**config.mk**
```make
export PLATFORM = sky130hd
export DESIGN_NAME = iccm_mem_arbiter_flat
export DESIGN_NICKNAME = d
export VERILOG_FILES = /design/src/rtl/iccm_mem_arbiter_if.sv /design/src/rtl/iccm_mem_arbiter.sv /design/src/flat_wrapper.sv
export SDC_FILE = /design/constraint.sdc
export NUM_CORES = 1
export LEC_CHECK = 0
export CORE_AREA = 5 5 108 110
export DETAILED_ROUTE_END_ITERATION = 7
export DIE_AREA = 0 0 113 115
export GPL_TIMING_DRIVEN = 0
export PLACE_DENSITY = 0.71
export SETUP_SLACK_MARGIN = 0.3
export SLEW_MARGIN = 40
export SYNTH_ARGS = -nofsm -noshare
export SYNTH_HDL_FRONTEND = slang
export SYNTH_SLANG_ARGS = --single-unit
```
**constraint.sdc**
```tcl
create_clock -name clk_i -period 2 [get_ports clk_i]
set_input_delay 0.2 -clock clk_i [delete_from_list [all_inputs] [get_ports clk_i]]
set_output_delay 0.2 -clock clk_i [all_outputs]
set_load 0.02 [all_outputs]
```
**src/rtl/iccm_mem_arbiter_if.sv**
```systemverilog
// ICCM arbiter signal bundle: loader stream, TL-UL bus side and SRAM side.
// slave = arbiter view, master = surrounding logic / bench view.
interface iccm_mem_arbiter_if #(
  parameter int AW = 12,
  parameter int DW = 32
);

  logic          ld_req_i;
  logic [AW-1:0] ld_addr_i;
  logic [DW-1:0] ld_wdata_i;
  logic          ld_gnt_o;

  logic          bus_req_i;
  logic          bus_we_i;
  logic [AW-1:0] bus_addr_i;
  logic [DW-1:0] bus_wdata_i;
  logic [DW-1:0] bus_wmask_i;
  logic          bus_gnt_o;
  logic          bus_rvalid_o;
  logic [DW-1:0] bus_rdata_o;

  logic          mem_req_o;
  logic          mem_we_o;
  logic [AW-1:0] mem_addr_o;
  logic [DW-1:0] mem_wdata_o;
  logic [DW-1:0] mem_wmask_o;
  logic [DW-1:0] mem_rdata_i;

  logic [1:0]    owner_o;
  logic [15:0]   ld_wr_cnt_o;

  modport slave (
    input  ld_req_i,
    input  ld_addr_i,
    input  ld_wdata_i,
    output ld_gnt_o,
    input  bus_req_i,
    input  bus_we_i,
    input  bus_addr_i,
    input  bus_wdata_i,
    input  bus_wmask_i,
    output bus_gnt_o,
    output bus_rvalid_o,
    output bus_rdata_o,
    output mem_req_o,
    output mem_we_o,
    output mem_addr_o,
    output mem_wdata_o,
    output mem_wmask_o,
    input  mem_rdata_i,
    output owner_o,
    output ld_wr_cnt_o
  );

  modport master (
    output ld_req_i,
    output ld_addr_i,
    output ld_wdata_i,
    input  ld_gnt_o,
    output bus_req_i,
    output bus_we_i,
    output bus_addr_i,
    output bus_wdata_i,
    output bus_wmask_i,
    input  bus_gnt_o,
    input  bus_rvalid_o,
    input  bus_rdata_o,
    input  mem_req_o,
    input  mem_we_o,
    input  mem_addr_o,
    input  mem_wdata_o,
    input  mem_wmask_o,
    output mem_rdata_i,
    input  owner_o,
    input  ld_wr_cnt_o
  );

endinterface

```
**src/rtl/iccm_mem_arbiter.sv**
```systemverilog
// ICCM single-port SRAM arbiter: loader priority, bus anti-starvation,
// 1-cycle read return to the bus side, saturating loader write count.
module iccm_mem_arbiter #(
  parameter int AW         = 12,
  parameter int DW         = 32,
  parameter int STARVE_MAX = 4
) (
  input logic               clk_i,
  input logic               system_rst_ni,
  iccm_mem_arbiter_if.slave arb
);

  typedef enum logic [1:0] {
    OWN_IDLE = 2'd0,
    OWN_LD   = 2'd1,
    OWN_BUS  = 2'd2
  } owner_e;

  localparam logic [3:0] SMAX = 4'(STARVE_MAX);

  owner_e      owner_q;
  owner_e      owner_d;
  logic [3:0]  starve_q;
  logic [3:0]  starve_d;
  logic        rd_pend_q;
  logic        rd_pend_d;
  logic [15:0] wr_cnt_q;
  logic [15:0] wr_cnt_d;

  logic        force_bus;
  logic        ld_gnt;
  logic        bus_gnt;

  // Grants; gated by reset so nothing reaches the SRAM while held in reset.
  always_comb begin
    force_bus = arb.bus_req_i & arb.ld_req_i
              & (starve_q == SMAX);
    ld_gnt    = system_rst_ni & arb.ld_req_i & ~force_bus;
    bus_gnt   = system_rst_ni & arb.bus_req_i & ~ld_gnt;
  end

  // SRAM port mux: loader writes full words, bus reads carry no mask.
  always_comb begin
    arb.mem_req_o   = 1'b0;
    arb.mem_we_o    = 1'b0;
    arb.mem_addr_o  = '0;
    arb.mem_wdata_o = '0;
    arb.mem_wmask_o = '0;
    unique case (1'b1)
      ld_gnt: begin
        arb.mem_req_o   = 1'b1;
        arb.mem_we_o    = 1'b1;
        arb.mem_addr_o  = arb.ld_addr_i;
        arb.mem_wdata_o = arb.ld_wdata_i;
        arb.mem_wmask_o = '1;
      end
      bus_gnt: begin
        arb.mem_req_o   = 1'b1;
        arb.mem_we_o    = arb.bus_we_i;
        arb.mem_addr_o  = arb.bus_addr_i;
        arb.mem_wdata_o = arb.bus_wdata_i;
        arb.mem_wmask_o = arb.bus_we_i ?
                          arb.bus_wmask_i : '0;
      end
      default: ;
    endcase
  end

  // Starvation count: loader wins while bus waits; any bus slot clears it.
  always_comb begin
    starve_d = starve_q;
    if (!arb.bus_req_i || bus_gnt) begin
      starve_d = '0;
    end else if (ld_gnt && (starve_q < SMAX)) begin
      starve_d = starve_q + 4'd1;
    end
  end

  // Owner next state follows whichever side holds the port this cycle.
  always_comb begin
    owner_d = OWN_IDLE;
    unique case (1'b1)
      ld_gnt:  owner_d = OWN_LD;
      bus_gnt: owner_d = OWN_BUS;
      default: owner_d = OWN_IDLE;
    endcase
  end

  // Read-pending flag and saturating loader write count.
  always_comb begin
    rd_pend_d = bus_gnt & ~arb.bus_we_i;
    wr_cnt_d  = wr_cnt_q;
    if (ld_gnt && (wr_cnt_q != 16'hFFFF)) begin
      wr_cnt_d = wr_cnt_q + 16'd1;
    end
  end

  // State registers.
  always_ff @(posedge clk_i or negedge system_rst_ni) begin
    if (!system_rst_ni) begin
      owner_q   <= OWN_IDLE;
      starve_q  <= '0;
      rd_pend_q <= 1'b0;
      wr_cnt_q  <= '0;
    end else begin
      owner_q   <= owner_d;
      starve_q  <= starve_d;
      rd_pend_q <= rd_pend_d;
      wr_cnt_q  <= wr_cnt_d;
    end
  end

  // Outputs; read data is only passed through on the return cycle.
  always_comb begin
    arb.ld_gnt_o     = ld_gnt;
    arb.bus_gnt_o    = bus_gnt;
    arb.bus_rvalid_o = rd_pend_q;
    arb.bus_rdata_o  = rd_pend_q ? arb.mem_rdata_i : '0;
    arb.owner_o      = owner_q;
    arb.ld_wr_cnt_o  = wr_cnt_q;
  end

endmodule

```
**src/flat_wrapper.sv**
```systemverilog
// flat-port wrapper written by rule: the top's interface ports become plain ports
module iccm_mem_arbiter_flat 
#(
  parameter int AW         = 12,
  parameter int DW         = 32,
  parameter int STARVE_MAX = 4
)
  (clk_i, system_rst_ni, arb_ld_req_i, arb_ld_addr_i, arb_ld_wdata_i, arb_ld_gnt_o, arb_bus_req_i, arb_bus_we_i, arb_bus_addr_i, arb_bus_wdata_i, arb_bus_wmask_i, arb_bus_gnt_o, arb_bus_rvalid_o, arb_bus_rdata_o, arb_mem_req_o, arb_mem_we_o, arb_mem_addr_o, arb_mem_wdata_o, arb_mem_wmask_o, arb_mem_rdata_i, arb_owner_o, arb_ld_wr_cnt_o);
  iccm_mem_arbiter_if #(.AW(AW), .DW(DW)) arb_i ();
  input logic clk_i;
  input logic system_rst_ni;
  input wire logic [$bits(arb_i.ld_req_i)-1:0] arb_ld_req_i;
  input wire logic [$bits(arb_i.ld_addr_i)-1:0] arb_ld_addr_i;
  input wire logic [$bits(arb_i.ld_wdata_i)-1:0] arb_ld_wdata_i;
  output wire logic [$bits(arb_i.ld_gnt_o)-1:0] arb_ld_gnt_o;
  input wire logic [$bits(arb_i.bus_req_i)-1:0] arb_bus_req_i;
  input wire logic [$bits(arb_i.bus_we_i)-1:0] arb_bus_we_i;
  input wire logic [$bits(arb_i.bus_addr_i)-1:0] arb_bus_addr_i;
  input wire logic [$bits(arb_i.bus_wdata_i)-1:0] arb_bus_wdata_i;
  input wire logic [$bits(arb_i.bus_wmask_i)-1:0] arb_bus_wmask_i;
  output wire logic [$bits(arb_i.bus_gnt_o)-1:0] arb_bus_gnt_o;
  output wire logic [$bits(arb_i.bus_rvalid_o)-1:0] arb_bus_rvalid_o;
  output wire logic [$bits(arb_i.bus_rdata_o)-1:0] arb_bus_rdata_o;
  output wire logic [$bits(arb_i.mem_req_o)-1:0] arb_mem_req_o;
  output wire logic [$bits(arb_i.mem_we_o)-1:0] arb_mem_we_o;
  output wire logic [$bits(arb_i.mem_addr_o)-1:0] arb_mem_addr_o;
  output wire logic [$bits(arb_i.mem_wdata_o)-1:0] arb_mem_wdata_o;
  output wire logic [$bits(arb_i.mem_wmask_o)-1:0] arb_mem_wmask_o;
  input wire logic [$bits(arb_i.mem_rdata_i)-1:0] arb_mem_rdata_i;
  output wire logic [$bits(arb_i.owner_o)-1:0] arb_owner_o;
  output wire logic [$bits(arb_i.ld_wr_cnt_o)-1:0] arb_ld_wr_cnt_o;
  assign arb_i.ld_req_i = arb_ld_req_i;
  assign arb_i.ld_addr_i = arb_ld_addr_i;
  assign arb_i.ld_wdata_i = arb_ld_wdata_i;
  assign arb_ld_gnt_o = arb_i.ld_gnt_o;
  assign arb_i.bus_req_i = arb_bus_req_i;
  assign arb_i.bus_we_i = arb_bus_we_i;
  assign arb_i.bus_addr_i = arb_bus_addr_i;
  assign arb_i.bus_wdata_i = arb_bus_wdata_i;
  assign arb_i.bus_wmask_i = arb_bus_wmask_i;
  assign arb_bus_gnt_o = arb_i.bus_gnt_o;
  assign arb_bus_rvalid_o = arb_i.bus_rvalid_o;
  assign arb_bus_rdata_o = arb_i.bus_rdata_o;
  assign arb_mem_req_o = arb_i.mem_req_o;
  assign arb_mem_we_o = arb_i.mem_we_o;
  assign arb_mem_addr_o = arb_i.mem_addr_o;
  assign arb_mem_wdata_o = arb_i.mem_wdata_o;
  assign arb_mem_wmask_o = arb_i.mem_wmask_o;
  assign arb_i.mem_rdata_i = arb_mem_rdata_i;
  assign arb_owner_o = arb_i.owner_o;
  assign arb_ld_wr_cnt_o = arb_i.ld_wr_cnt_o;
  iccm_mem_arbiter #(.AW(AW), .DW(DW), .STARVE_MAX(STARVE_MAX)) u_core (.clk_i(clk_i), .system_rst_ni(system_rst_ni), .arb(arb_i));
endmodule
```
==> impl_metrics.ini <==
[hold_path]
hold_class = input port to async pin

[detailed_routing]
vias_per_cell = 4.54
route.vias.total = 3583
route.detailed.wl_per_inst_um = 19.6
number_of_design_rule_violations_left_by_the_first_detailed_router_iteration = 178
firstDrtPassIters = 4
drt-total-wl_mm = 15.4
post-route-drc-count = 0
detail-route-antenna-nets = 0

[critical_path]
path_depth_of_the_worst_reg2reg_path = 9
cp_max_fo = 10
critPathArrivalTime_ps = 1860
r2r_slack_ps = 150
critical_path.cell_chain = inv_1, ha_2, nand4b_4, nand3_4, inv_6, buf_12, buf_8, o21a_1, buf_6
critPathSlowestCell = dfrtp_1
worst_path_largest_cell_delay_ps = 400
crit_path_category = flop to output pin
cp-end-kind = output pin
endpoint_required_time_on_the_critical_path_ps = 1800
critPathLaunchType = flop
crit-reg2reg-launch = u_core.starve_q[1]
worst_r2r_endpoint = u_core.arb.ld_wr_cnt_o[13]

[job]
maxCapViolCount = 0

[placed_design]
hpwl_mm = 11.7
post_dp_cell_area_sq_mm = 0.00547
io_buffers = 287
detailedPlace.worstSlack_ps = -795
gp_congestion = 0.920

[finish]
insertedDiodeCount = 0
area.growth.synth_to_final_pct = 175
drive_above_1_share_pct = 38.2
finalNetCount = 810
final_area_sq_mm = 0.00644

[outcome]
status = complete, but fails checks
violations = negative setup slack

[pwr]
fin_total_pwr_w = 0.00263
p_int_w = 0.00161
power.share.combinational_pct = 63.4
powerDensity_mw_per_mm2 = 408
power.clock.fraction_pct = 11.3
vdd_ir_drop_max_mv = 0.604
total_leakage_power_nw = 3.01
fraction_of_power_consumed_by_sequential_logic_pct = 25.3
power.net_switching_w = 0.00102
power.share.switching_pct = 38.8

[synthesis]
synthCells = 328
synth_xor_area_share_pct = 5.61
synthMuxAreaShare_pct = 0.641
yosys.area_share.simple_pct = 49.0
synth_top_family_by_area = simple AND/OR/NAND/NOR gates
syn-cell-area_sq_mm = 0.00234
seq_area_frac_synth_pct = 24.6
post_synth_num_cell_types = 37
ys_seq_elements = 23
synth_nets = 488
synth_fa_ha_area_share_pct = 1.60
yosys_warnings = 0
avgSynthCellArea_sq_um = 7.14
synth_compound_gate_area_share_pct = 11.9

[sta]
max_slew.worst_pin.slew_ps = 540
maxSlewViolCount = 0
hold_viol = 0
layout_min_cycle_time_ps = 2060
rsz0062_at_grt = true
period_share_pct = 103
setup_viol = 48
worst_slack_ps = -56.1
final_clock_skew_ps = 6.58
slew_headroom_pct = 64.0
timing.fmax_ghz = 0.486

[cts]
tritoncts = built
cts.htree.levels = 1
cts_max_path_buffers = 2
cts_sinks = 23
clk_pin_slew_worst_setup_hold_paths_ps = 90
cts.root.buffer_cell = clkbuf_8
cts_inserted_buffers = 3
clock_latency_ps = 270

[floorplanning]
io-pin-count = 288
fp.coreArea_sq_mm = 0.0106
initial_core_util_pct = 22.1
die_area_sq_mm = 0.0130
die-width_um = 113
die_h_um = 115
number_of_placement_rows = 38

[global_route]
first_global_vias = 3549
antenna_found_initial = 0
first_pass_grt_wire_length_mm = 21.3
gr_layer_usage_met2_pct = 36.3
grt_most_used_layer = met2
grt_overflow_total = 0
globalRouteMet1Util_pct = 25.3
grt_use_met3_pct = 7.05
grt_start_max_net_pins = 24
grt_usage_pct = 20.7
[how the worst max path moves through the flow]
| stage | from | endpoint | cells after the start |
|---|---|---|---|
| after global routing | u_core.starve_q[1] | arb_mem_wmask_o[28] | 9 |
| final | u_core.starve_q[0] | arb_mem_wmask_o[28] | 9 |
| after global placement | system_rst_ni | arb_mem_wmask_o[6] | 8 |
| after CTS | u_core.starve_q[0] | arb_mem_wmask_o[6] | 9 |
| after floorplan | u_core.starve_q[0] | arb_mem_addr_o[1] | 8 |
| after detailed placement | arb_bus_req_i | arb_mem_wmask_o[6] | 8 |
[final cells by class]
cell class | count | area, sq um
well taps | 140 | 175
inverters | 5 | 23.8
clock buffers | 4 | 45.0
fillers | 916 | 4160
repair buffers | 317 | 3290
plain buffers | 27 | 318
flip-flops and latches | 23 | 581
multi-input cells | 273 | 2010
[repair_timing]
action,in CTS,in global routing
setup endpoints to repair,125,100
hold buffers,1,0
setup buffers,10,10
pin swaps,5,33
gates resized for setup,509,156
cloned,3,6
endpoints found under the hold margin,23,0
[registers in the layout, indices dropped and copies added (netlist names)]
register / cells
u_core.arb.ld_wr_cnt_o: 16
u_core.starve_q: 4
u_core.arb.owner_o: 2
u_core.arb.bus_rvalid_o: 1
[cells by family after synthesis]
| group | after synthesis |
|---|---|
| flops | 23 |
| compound gates | 37 |
| xor+xnor | 15 |
| buf+inv | 32 |
| simple gates | 217 |
| mux | 1 |
| fa+ha+maj | 3 |
[power by group through the flow]
stage,combinational [W],sequential [W],clock (W)
after floorplan,0.000484,0.000738,0
after global placement,0.00137,0.000666,0
after detailed placement,0.00138,0.000667,0
after CTS,0.00143,0.000661,0.000307
after global routing,0.00176,0.000678,0.000325
final,0.00167,0.000664,0.000297
[synth_stat cells, drive strengths merged]
| library cell | count | area, sq um |
|---|---|---|
| nor2b | 3 | 18.8 |
| nand3b | 1 | 7.51 |
| and3 | 2 | 12.5 |
| xor2 | 13 | 114 |
| inv | 5 | 18.8 |
| ha | 3 | 37.5 |
| nand2 | 98 | 368 |
| xnor2 | 2 | 17.5 |
| a22oi | 1 | 7.51 |
| mux2 | 1 | 15.0 |
| o21a | 32 | 240 |
| nor3b | 1 | 12.5 |
| nor4b | 1 | 15.0 |
| a21boi | 1 | 7.51 |
| nor3 | 5 | 45.0 |
| nand4b | 1 | 15.0 |
| or2 | 1 | 6.26 |
| a31o | 1 | 8.76 |
| clkbuf | 7 | 26.3 |
| nand4 | 5 | 37.5 |
| dfrtp | 23 | 576 |
| nor2 | 7 | 28.8 |
| nand3 | 50 | 263 |
| and2 | 34 | 213 |
| nor4 | 6 | 83.8 |
| o21ai | 1 | 5.00 |
| a32oi | 1 | 8.76 |
| and4 | 1 | 10.0 |
| and4bb | 1 | 12.5 |
| buf | 20 | 113 |
[per-layer routing]
metal / wire length [um] / up-vias
met2: 8070 / 147
met5: 0 / -
met1: 5720 / 1685
met4: 150 / 0
met3: 1500 / 12
li1: - / 1739
[placed cells by master (no fill, tap or decap), drive strengths merged, types with 3 or more instances in the layout]
master / count
xor2: 13
buf: 126
o21a: 32
inv: 5
nand4: 5
nand3: 50
dlygate4sd2: 31
nor4: 6
ha: 3
nor2: 7
nor3: 5
and2: 34
clkbuf: 16
dfrtp: 23
clkdlybuf4s50: 174
nor2b: 3
nand2: 98
[critical path, delay by kind of cell, from the launching register on]
kind	cells	cell delay [ps]
AOI/OAI and AO/OA	1	190
buffers and inverters	5	550
DFF	1	400
and+or+nand+nor	2	270
adders and majority gates	1	180
[through the flow]
stage	util [%]	hold slack (ps)	instances	TNS, ps
2_1_floorplan	-	-95.6	328	0
3_3_place_gp	51.6	500	755	-133250
3_5_place_dp	51.6	246	755	-56510
4_1_cts	53.5	313	773	-2680
5_1_grt	60.8	110	789	-7000
6_report	60.8	68.8	789	-1220
Power figures use the tool's default switching activity.
